===== src/rtl/alu_arbiter_sequencer_if.sv =====
// alu_arbiter_sequencer_if: requester, ALU and response signals around the shared ALU
interface alu_arbiter_sequencer_if;
  logic        req0_valid, req0_ready, req1_valid, req1_ready;
  logic [4:0]  req0_opcode, req1_opcode, alu_opcode;
  logic [31:0] req0_a, req0_b, req1_a, req1_b, alu_a, alu_b, rsp_hi, rsp_lo;
  logic [63:0] alu_result;
  logic        rsp_valid, rsp_ready, rsp_id, rsp_err, busy;
  modport master (
    output req0_valid, req0_opcode, req0_a, req0_b, req1_valid, req1_opcode, req1_a, req1_b,
    output alu_result, rsp_ready,
    input  req0_ready, req1_ready, alu_a, alu_b, alu_opcode, rsp_valid, rsp_id, rsp_hi, rsp_lo,
    input  rsp_err, busy
  );
  modport slave (
    input  req0_valid, req0_opcode, req0_a, req0_b, req1_valid, req1_opcode, req1_a, req1_b,
    input  alu_result, rsp_ready,
    output req0_ready, req1_ready, alu_a, alu_b, alu_opcode, rsp_valid, rsp_id, rsp_hi, rsp_lo,
    output rsp_err, busy
  );
endinterface


===== src/rtl/alu_arbiter_sequencer.sv =====
// alu_arbiter_sequencer: round-robin sharing of one ALU with multicycle hold and HI/LO response
module alu_arbiter_sequencer #(
  parameter int MUL_CYCLES = 4,
  parameter int DIV_CYCLES = 8,
  parameter int CNT_W      = 4
) (
  input logic                    clock,
  input logic                    clear,
  alu_arbiter_sequencer_if.slave bus
);
  localparam logic [4:0] OP_MUL = 5'b01111;
  localparam logic [4:0] OP_DIV = 5'b10000;
  typedef enum logic [1:0] {IDLE, EXEC, RESP} state_t;
  state_t           state_q, state_d;
  logic             last_grant_q, last_grant_d, rsp_valid_q, rsp_valid_d;
  logic             rsp_id_q, rsp_id_d, rsp_err_q, rsp_err_d;
  logic [CNT_W-1:0] cnt_q, cnt_d;
  logic [4:0]       alu_opcode_q, alu_opcode_d, op_in;
  logic [31:0]      alu_a_q, alu_a_d, alu_b_q, alu_b_d, rsp_hi_q, rsp_hi_d, rsp_lo_q, rsp_lo_d;
  logic [31:0]      a_in, b_in;
  logic             gnt0, gnt1, fault;

  function automatic logic bad_op(input logic [4:0] op, input logic [31:0] b);
    return !(op inside {5'b00011, 5'b00100, 5'b00101, 5'b00110, 5'b00111, 5'b01000, 5'b01001,
                        5'b01010, 5'b01011, OP_MUL, OP_DIV, 5'b10001, 5'b10010})
           || (op == OP_DIV && b == '0);
  endfunction

  // faulting operations take the single-cycle path regardless of opcode
  function automatic logic [CNT_W-1:0] cnt_load(input logic [4:0] op, input logic [31:0] b);
    return bad_op(op, b) ? '0 :
           op == OP_MUL  ? CNT_W'(MUL_CYCLES - 1) :
           op == OP_DIV  ? CNT_W'(DIV_CYCLES - 1) : '0;
  endfunction

  assign gnt0  = state_q == IDLE && bus.req0_valid && (!bus.req1_valid || last_grant_q);
  assign gnt1  = state_q == IDLE && bus.req1_valid && (!bus.req0_valid || !last_grant_q);
  assign op_in = gnt1 ? bus.req1_opcode : bus.req0_opcode;
  assign a_in  = gnt1 ? bus.req1_a : bus.req0_a;
  assign b_in  = gnt1 ? bus.req1_b : bus.req0_b;
  assign fault = bad_op(alu_opcode_q, alu_b_q);

  always_comb begin
    state_d      = state_q;
    last_grant_d = last_grant_q;
    cnt_d        = cnt_q;
    alu_opcode_d = alu_opcode_q;
    alu_a_d      = alu_a_q;
    alu_b_d      = alu_b_q;
    rsp_valid_d  = rsp_valid_q;
    rsp_id_d     = rsp_id_q;
    rsp_err_d    = rsp_err_q;
    rsp_hi_d     = rsp_hi_q;
    rsp_lo_d     = rsp_lo_q;
    if (gnt0 || gnt1) begin
      alu_opcode_d = op_in;
      alu_a_d      = a_in;
      alu_b_d      = b_in;
      rsp_id_d     = gnt1;
      last_grant_d = gnt1;
      rsp_err_d    = 1'b0;
      cnt_d        = cnt_load(op_in, b_in);
      state_d      = EXEC;
    end else if (state_q == EXEC && cnt_q != '0) begin
      cnt_d = cnt_q - 1'b1;
    end else if (state_q == EXEC) begin
      rsp_hi_d    = fault ? '0 : bus.alu_result[63:32];
      rsp_lo_d    = fault ? '0 : bus.alu_result[31:0];
      rsp_err_d   = fault;
      rsp_valid_d = 1'b1;
      state_d     = RESP;
    end else if (state_q == RESP && bus.rsp_ready) begin
      rsp_valid_d  = 1'b0;
      alu_opcode_d = '0;
      state_d      = IDLE;
    end
  end

  always_ff @(posedge clock) begin
    if (!clear) begin
      state_q      <= IDLE;
      last_grant_q <= 1'b1;
      cnt_q        <= '0;
      alu_opcode_q <= '0;
      alu_a_q      <= '0;
      alu_b_q      <= '0;
      rsp_valid_q  <= 1'b0;
      rsp_id_q     <= 1'b0;
      rsp_err_q    <= 1'b0;
      rsp_hi_q     <= '0;
      rsp_lo_q     <= '0;
    end else begin
      state_q      <= state_d;
      last_grant_q <= last_grant_d;
      cnt_q        <= cnt_d;
      alu_opcode_q <= alu_opcode_d;
      alu_a_q      <= alu_a_d;
      alu_b_q      <= alu_b_d;
      rsp_valid_q  <= rsp_valid_d;
      rsp_id_q     <= rsp_id_d;
      rsp_err_q    <= rsp_err_d;
      rsp_hi_q     <= rsp_hi_d;
      rsp_lo_q     <= rsp_lo_d;
    end
  end

  assign bus.req0_ready = gnt0;
  assign bus.req1_ready = gnt1;
  assign bus.alu_opcode = alu_opcode_q;
  assign bus.alu_a      = alu_a_q;
  assign bus.alu_b      = alu_b_q;
  assign bus.rsp_valid  = rsp_valid_q;
  assign bus.rsp_id     = rsp_id_q;
  assign bus.rsp_err    = rsp_err_q;
  assign bus.rsp_hi     = rsp_hi_q;
  assign bus.rsp_lo     = rsp_lo_q;
  assign bus.busy       = state_q != IDLE;
endmodule


===== src/flat_wrapper.sv =====
// flat-port wrapper written by rule: the top's interface ports become plain ports
module alu_arbiter_sequencer_flat 
#(
  parameter int MUL_CYCLES = 4,
  parameter int DIV_CYCLES = 8,
  parameter int CNT_W      = 4
)
  (clock, clear, bus_req0_valid, bus_req0_opcode, bus_req0_a, bus_req0_b, bus_req1_valid, bus_req1_opcode, bus_req1_a, bus_req1_b, bus_alu_result, bus_rsp_ready, bus_req0_ready, bus_req1_ready, bus_alu_a, bus_alu_b, bus_alu_opcode, bus_rsp_valid, bus_rsp_id, bus_rsp_hi, bus_rsp_lo, bus_rsp_err, bus_busy);
  alu_arbiter_sequencer_if bus_i ();
  input logic clock;
  input logic clear;
  input wire logic [$bits(bus_i.req0_valid)-1:0] bus_req0_valid;
  input wire logic [$bits(bus_i.req0_opcode)-1:0] bus_req0_opcode;
  input wire logic [$bits(bus_i.req0_a)-1:0] bus_req0_a;
  input wire logic [$bits(bus_i.req0_b)-1:0] bus_req0_b;
  input wire logic [$bits(bus_i.req1_valid)-1:0] bus_req1_valid;
  input wire logic [$bits(bus_i.req1_opcode)-1:0] bus_req1_opcode;
  input wire logic [$bits(bus_i.req1_a)-1:0] bus_req1_a;
  input wire logic [$bits(bus_i.req1_b)-1:0] bus_req1_b;
  input wire logic [$bits(bus_i.alu_result)-1:0] bus_alu_result;
  input wire logic [$bits(bus_i.rsp_ready)-1:0] bus_rsp_ready;
  output wire logic [$bits(bus_i.req0_ready)-1:0] bus_req0_ready;
  output wire logic [$bits(bus_i.req1_ready)-1:0] bus_req1_ready;
  output wire logic [$bits(bus_i.alu_a)-1:0] bus_alu_a;
  output wire logic [$bits(bus_i.alu_b)-1:0] bus_alu_b;
  output wire logic [$bits(bus_i.alu_opcode)-1:0] bus_alu_opcode;
  output wire logic [$bits(bus_i.rsp_valid)-1:0] bus_rsp_valid;
  output wire logic [$bits(bus_i.rsp_id)-1:0] bus_rsp_id;
  output wire logic [$bits(bus_i.rsp_hi)-1:0] bus_rsp_hi;
  output wire logic [$bits(bus_i.rsp_lo)-1:0] bus_rsp_lo;
  output wire logic [$bits(bus_i.rsp_err)-1:0] bus_rsp_err;
  output wire logic [$bits(bus_i.busy)-1:0] bus_busy;
  assign bus_i.req0_valid = bus_req0_valid;
  assign bus_i.req0_opcode = bus_req0_opcode;
  assign bus_i.req0_a = bus_req0_a;
  assign bus_i.req0_b = bus_req0_b;
  assign bus_i.req1_valid = bus_req1_valid;
  assign bus_i.req1_opcode = bus_req1_opcode;
  assign bus_i.req1_a = bus_req1_a;
  assign bus_i.req1_b = bus_req1_b;
  assign bus_i.alu_result = bus_alu_result;
  assign bus_i.rsp_ready = bus_rsp_ready;
  assign bus_req0_ready = bus_i.req0_ready;
  assign bus_req1_ready = bus_i.req1_ready;
  assign bus_alu_a = bus_i.alu_a;
  assign bus_alu_b = bus_i.alu_b;
  assign bus_alu_opcode = bus_i.alu_opcode;
  assign bus_rsp_valid = bus_i.rsp_valid;
  assign bus_rsp_id = bus_i.rsp_id;
  assign bus_rsp_hi = bus_i.rsp_hi;
  assign bus_rsp_lo = bus_i.rsp_lo;
  assign bus_rsp_err = bus_i.rsp_err;
  assign bus_busy = bus_i.busy;
  alu_arbiter_sequencer #(.MUL_CYCLES(MUL_CYCLES), .DIV_CYCLES(DIV_CYCLES), .CNT_W(CNT_W)) u_core (.clock(clock), .clear(clear), .bus(bus_i));
endmodule

===== config.mk =====
export PLATFORM = sky130hd
export DESIGN_NAME = alu_arbiter_sequencer_flat
export DESIGN_NICKNAME = d
export VERILOG_FILES = /design/src/rtl/alu_arbiter_sequencer_if.sv /design/src/rtl/alu_arbiter_sequencer.sv /design/src/flat_wrapper.sv
export SDC_FILE = /design/constraint.sdc
export NUM_CORES = 1
export LEC_CHECK = 0
export BUFFER_PORTS_ARGS = -buffer_cell sky130_fd_sc_hd__buf_2
export CAP_MARGIN = 15
export CORE_AREA = 4 4 132 134
export DETAILED_ROUTE_END_ITERATION = 10
export DIE_AREA = 0 0 136 138
export GPL_TIMING_DRIVEN = 1
export HOLD_SLACK_MARGIN = 0.02
export PLACE_DENSITY_LB_ADDON = 0.1
export SYNTH_ARGS = -nofsm -noshare
export SYNTH_HDL_FRONTEND = slang
export SYNTH_SLANG_ARGS = --single-unit

===== constraint.sdc =====
create_clock -name clock -period 2.01 [get_ports clock]
set_input_delay 0.3015 -clock clock [delete_from_list [all_inputs] [get_ports clock]]
set_output_delay 0.3015 -clock clock [all_outputs]
set_load 0.03 [all_outputs]

==> run_results.csv <==
group,metric,value,unit
run_status,status,"finished clean",
timing,setup_tns,0,ns
timing,rsz0062_at_grt,"true",
die,io-pin-count,346,
logic_synthesis,yosysWarnings,0,
die,initial_core_util,0.354,
power,ir_drop,582,uV
flow_run,max_cap_violations,0,
cells_and_area,fin_util,0.519,
critical_path,reg2reg_from,"u_core.cnt_q[0]$_SDFFE_PN0P_",
critical_path,worstSetupStartpointType,"flip-flop",
route,wl_per_cell,16.8,um
cells_and_area,layout_commonest_cell,"buf_2",
cells_and_area,fill_cells,1603,
logic_synthesis,seq_area_frac_synth,0.497,
die,die_w,136,um
logic_synthesis,syn_avg_cell_area,9.46,um2
placement,gp_congestion,0.840,
timing,final-max-slew-violation-count,0,
cts,clock_path_buffers,2,
timing,clock.fmax,525,MHz
route,drtIter0Drc,282,
timing,setup_ws,0.107,ns
power,p_leak,4.22,nW
timing,min_period,1.90,ns
route,antenna_left,0,
grt,antenna_found_initial,3,
min_path,hp-class,"input port to flip-flop",
critical_path,reg2reg_depth,8,
cts,insertion_delay,0.42,ns
timing,skew,0.0174,ns
critical_path,cp_max_fo,37,
timing,hold_viol,0,
cts,cts_buffers,17,
route,wirelength,20000,um
placement,place_inst,1153,
die,core-area,16300,um2
cts,cts_tree,"done",
critical_path,slowest_stage,"or3b_1",
min_path,hold_start,"bus_alu_result[54]",
cts,htree_levels,4,
cts,hold_buffers,0,
cts,cts.clk_slew.worst_paths,0.07,ns
route,vias,5781,
cells_and_area,drive_gt1_frac,0.433,
min_path,min_path_cells,2,
cells_and_area,final_cell_mix,"344 x buf_2, 143 x dfxtp_1, 83 x nand2_1",
critical_path,required,2.31,ns
min_path,worstHoldEndpoint,"u_core.bus.rsp_hi[22]$_SDFFE_PN0P_",
cells_and_area,syn2layout_area_growth,46.7,%
grt,grt_usage,0.206,
critical_path,end_kind,"flip-flop",
placement,post-place-ws,0.0647,ns
logic_synthesis,synthesis.instances,609,
grt,grt_pass1_vias,5591,
critical_path,max_stage_delay,0.40,ns
grt,grt_pass1_wl,30200,um
timing,setup_violations,0,
critical_path,rrSetupSlack,0.11,ns
logic_synthesis,synth_area,5760,um2
logic_synthesis,synth_seq_cells,143,
critical_path,critPathBufInv,3,
route,drc,0,
logic_synthesis,syn_nets,817,
route,dr.pass1.iters,4,
logic_synthesis,synth_cell_types,42,
die,die_y,138,um
critical_path,critPathArrivalTime,2.20,ns
grt,grt_max_degree,85,
cts,cts_root_buffer,"clkbuf_16",
critical_path,cp_top_family,"simple AND/OR/NAND/NOR gates",
power,cellPowerDensity,1040,nW/um2
cells_and_area,fin_nets,1161,
cts,clkSinkCount,143,
cells_and_area,multi_input_area,2710,um2
cells_and_area,final_cells,1189,
grt,grt-ovfl-total,0,
critical_path,path_cells,"inv_2, ha_4, or3b_1, nor3b_4, buf_4, nor2_4, buf_12, a22o_1",
cells_and_area,seq_area,2860,um2
die,dieArea,18800,um2
route,vias_per_cell,4.86,
timing,finalCritPeriodShare,0.947,
placement,port_buffers,345,
timing,tightestPinTransition,0.526,ns
die,std_cell_rows,47,
power,total_power,8.79,mW
critical_path,critical_path_class,"flip-flop to flip-flop",
timing,slew-limit-headroom,0.650,
placement,hpwl,15600,um
critical_path,r2r-end,"u_core.bus.rsp_lo[14]$_SDFFE_PN0P_",
==> registers in the layout, indices dropped and copies added, names as in the netlist <==
name,flops
u_core.bus.alu_a,32
u_core.bus.alu_b,32
u_core.bus.rsp_hi,32
u_core.bus.rsp_lo,32
u_core.bus.alu_opcode,5
u_core.cnt_q,4
u_core.state_q,2
u_core.bus.rsp_err,1
u_core.bus.rsp_id,1
u_core.bus.rsp_valid,1
u_core.last_grant_q,1
==> power by group <==
group	total [mW]	internal, mW	switching (mW)
registers	3.37	3.17	0.204
logic	2.46	0.872	1.59
clock network	2.96	1.65	1.31
total	8.79	5.69	3.10
==> Yosys cell counts, drive strengths merged <==
cell | n | share of area
nand2 | 84 | 0.055
nor2 | 79 | 0.051
xor2 | 1 | 0.0015
ha | 1 | 0.0022
o22ai | 1 | 0.0011
buf | 18 | 0.021
o21ai | 7 | 0.0061
mux2i | 39 | 0.068
or3b | 1 | 0.0015
a22o | 64 | 0.097
or2 | 1 | 0.0011
a311o | 1 | 0.0017
a2bb2oi | 1 | 0.0015
nor2b | 2 | 0.0022
a31o | 1 | 0.0015
nand2b | 1 | 0.0011
o22a | 1 | 0.0015
xnor2 | 2 | 0.0030
nand4 | 5 | 0.0054
nor3 | 3 | 0.0046
a21boi | 1 | 0.0013
a311oi | 32 | 0.049
nand4b | 1 | 0.0015
nor3b | 1 | 0.0033
or4 | 1 | 0.0013
o211ai | 2 | 0.0026
o21a | 1 | 0.0013
o21bai | 1 | 0.0013
nor4 | 26 | 0.028
a41o | 1 | 0.0017
inv | 7 | 0.0046
nand3 | 6 | 0.0052
a21oi | 11 | 0.0096
clkbuf | 27 | 0.018
dfxtp | 143 | 0.50
o221ai | 1 | 0.0015
a211oi | 34 | 0.044
==> worst register-to-register path: stages (launching register included) <==
cell	delay, ns
dfxtp_1	0.32
inv_2	0.08
ha_4	0.14
or3b_1	0.40
nor3b_4	0.22
buf_4	0.17
nor2_4	0.05
buf_12	0.17
a22o_1	0.25
==> cell type report <==
class	instances	share of cell area
Clock inverter	14	0.0144
Multi-Input combinational cell	414	0.321
Antenna cell	3	0.000889
Tap cell	220	0.0326
Timing Repair Buffer	370	0.237
Inverter	7	0.00341
Sequential cell	143	0.339
Clock buffer	18	0.0520
==> metal layers <==
layer  wire length, um  vias to the layer above  global-route usage  part of all wire
met3              1780                       24              0.0661             0.089
met1              8020                     2557               0.241              0.40
met4               345                        2              0.0737             0.017
met2              9810                      237               0.350              0.49
li1                  -                     2961                   -                 -
met5                13                        -                   0           0.00065
==> through the flow <==
stage	area (um2)	hold WS, ns
final	8450	0.0871
after global routing	8440	0.0650
after CTS	8420	0.0641
after detailed placement	7850	0.458
after global placement	7850	0.456
after floorplan	5780	0.373
==> kinds of logic (layout without fill, tap and decap cells) <==
logic type                 Yosys count  count (layout)  share of synthesized area
and+or+nand+nor                    211             211                      0.162
AOI/OAI and AO/OA                  160             160                      0.223
DFF                                143             143                      0.497
buffers and inverters               52             409                     0.0432
muxes                               39              39                     0.0678
xor gates and xnor gates             3               3                    0.00456
adders and majority gates            1               1                    0.00217
other                                0               3                          0
==> what timing repair did <==
item                       in CTS  in global routing
hold endpoints to repair        0                  0
setup buffers                   1                  0
pin swaps                       1                  0
cloned                          0                  0
resized for setup               2                  4
setup endpoints to repair       1                 65
==> worst max-delay path by stage <==
stage,start,end,cells after the start
after detailed placement,u_core.bus.alu_b[31]$_SDFFE_PN0N_,u_core.bus.rsp_hi[23]$_SDFFE_PN0P_,7
after global placement,u_core.bus.alu_b[31]$_SDFFE_PN0N_,u_core.bus.rsp_hi[14]$_SDFFE_PN0P_,7
after global routing,u_core.cnt_q[0]$_SDFFE_PN0P_,u_core.bus.rsp_hi[8]$_SDFFE_PN0P_,8
final,u_core.cnt_q[0]$_SDFFE_PN0P_,u_core.bus.rsp_lo[14]$_SDFFE_PN0P_,8
after CTS,u_core.state_q[0]$_SDFFE_PN0P_,bus_req1_ready,5
after floorplan,u_core.cnt_q[0]$_SDFFE_PN0P_,u_core.bus.rsp_hi[10]$_SDFFE_PN0P_,9
Power figures use the tool's default switching activity.
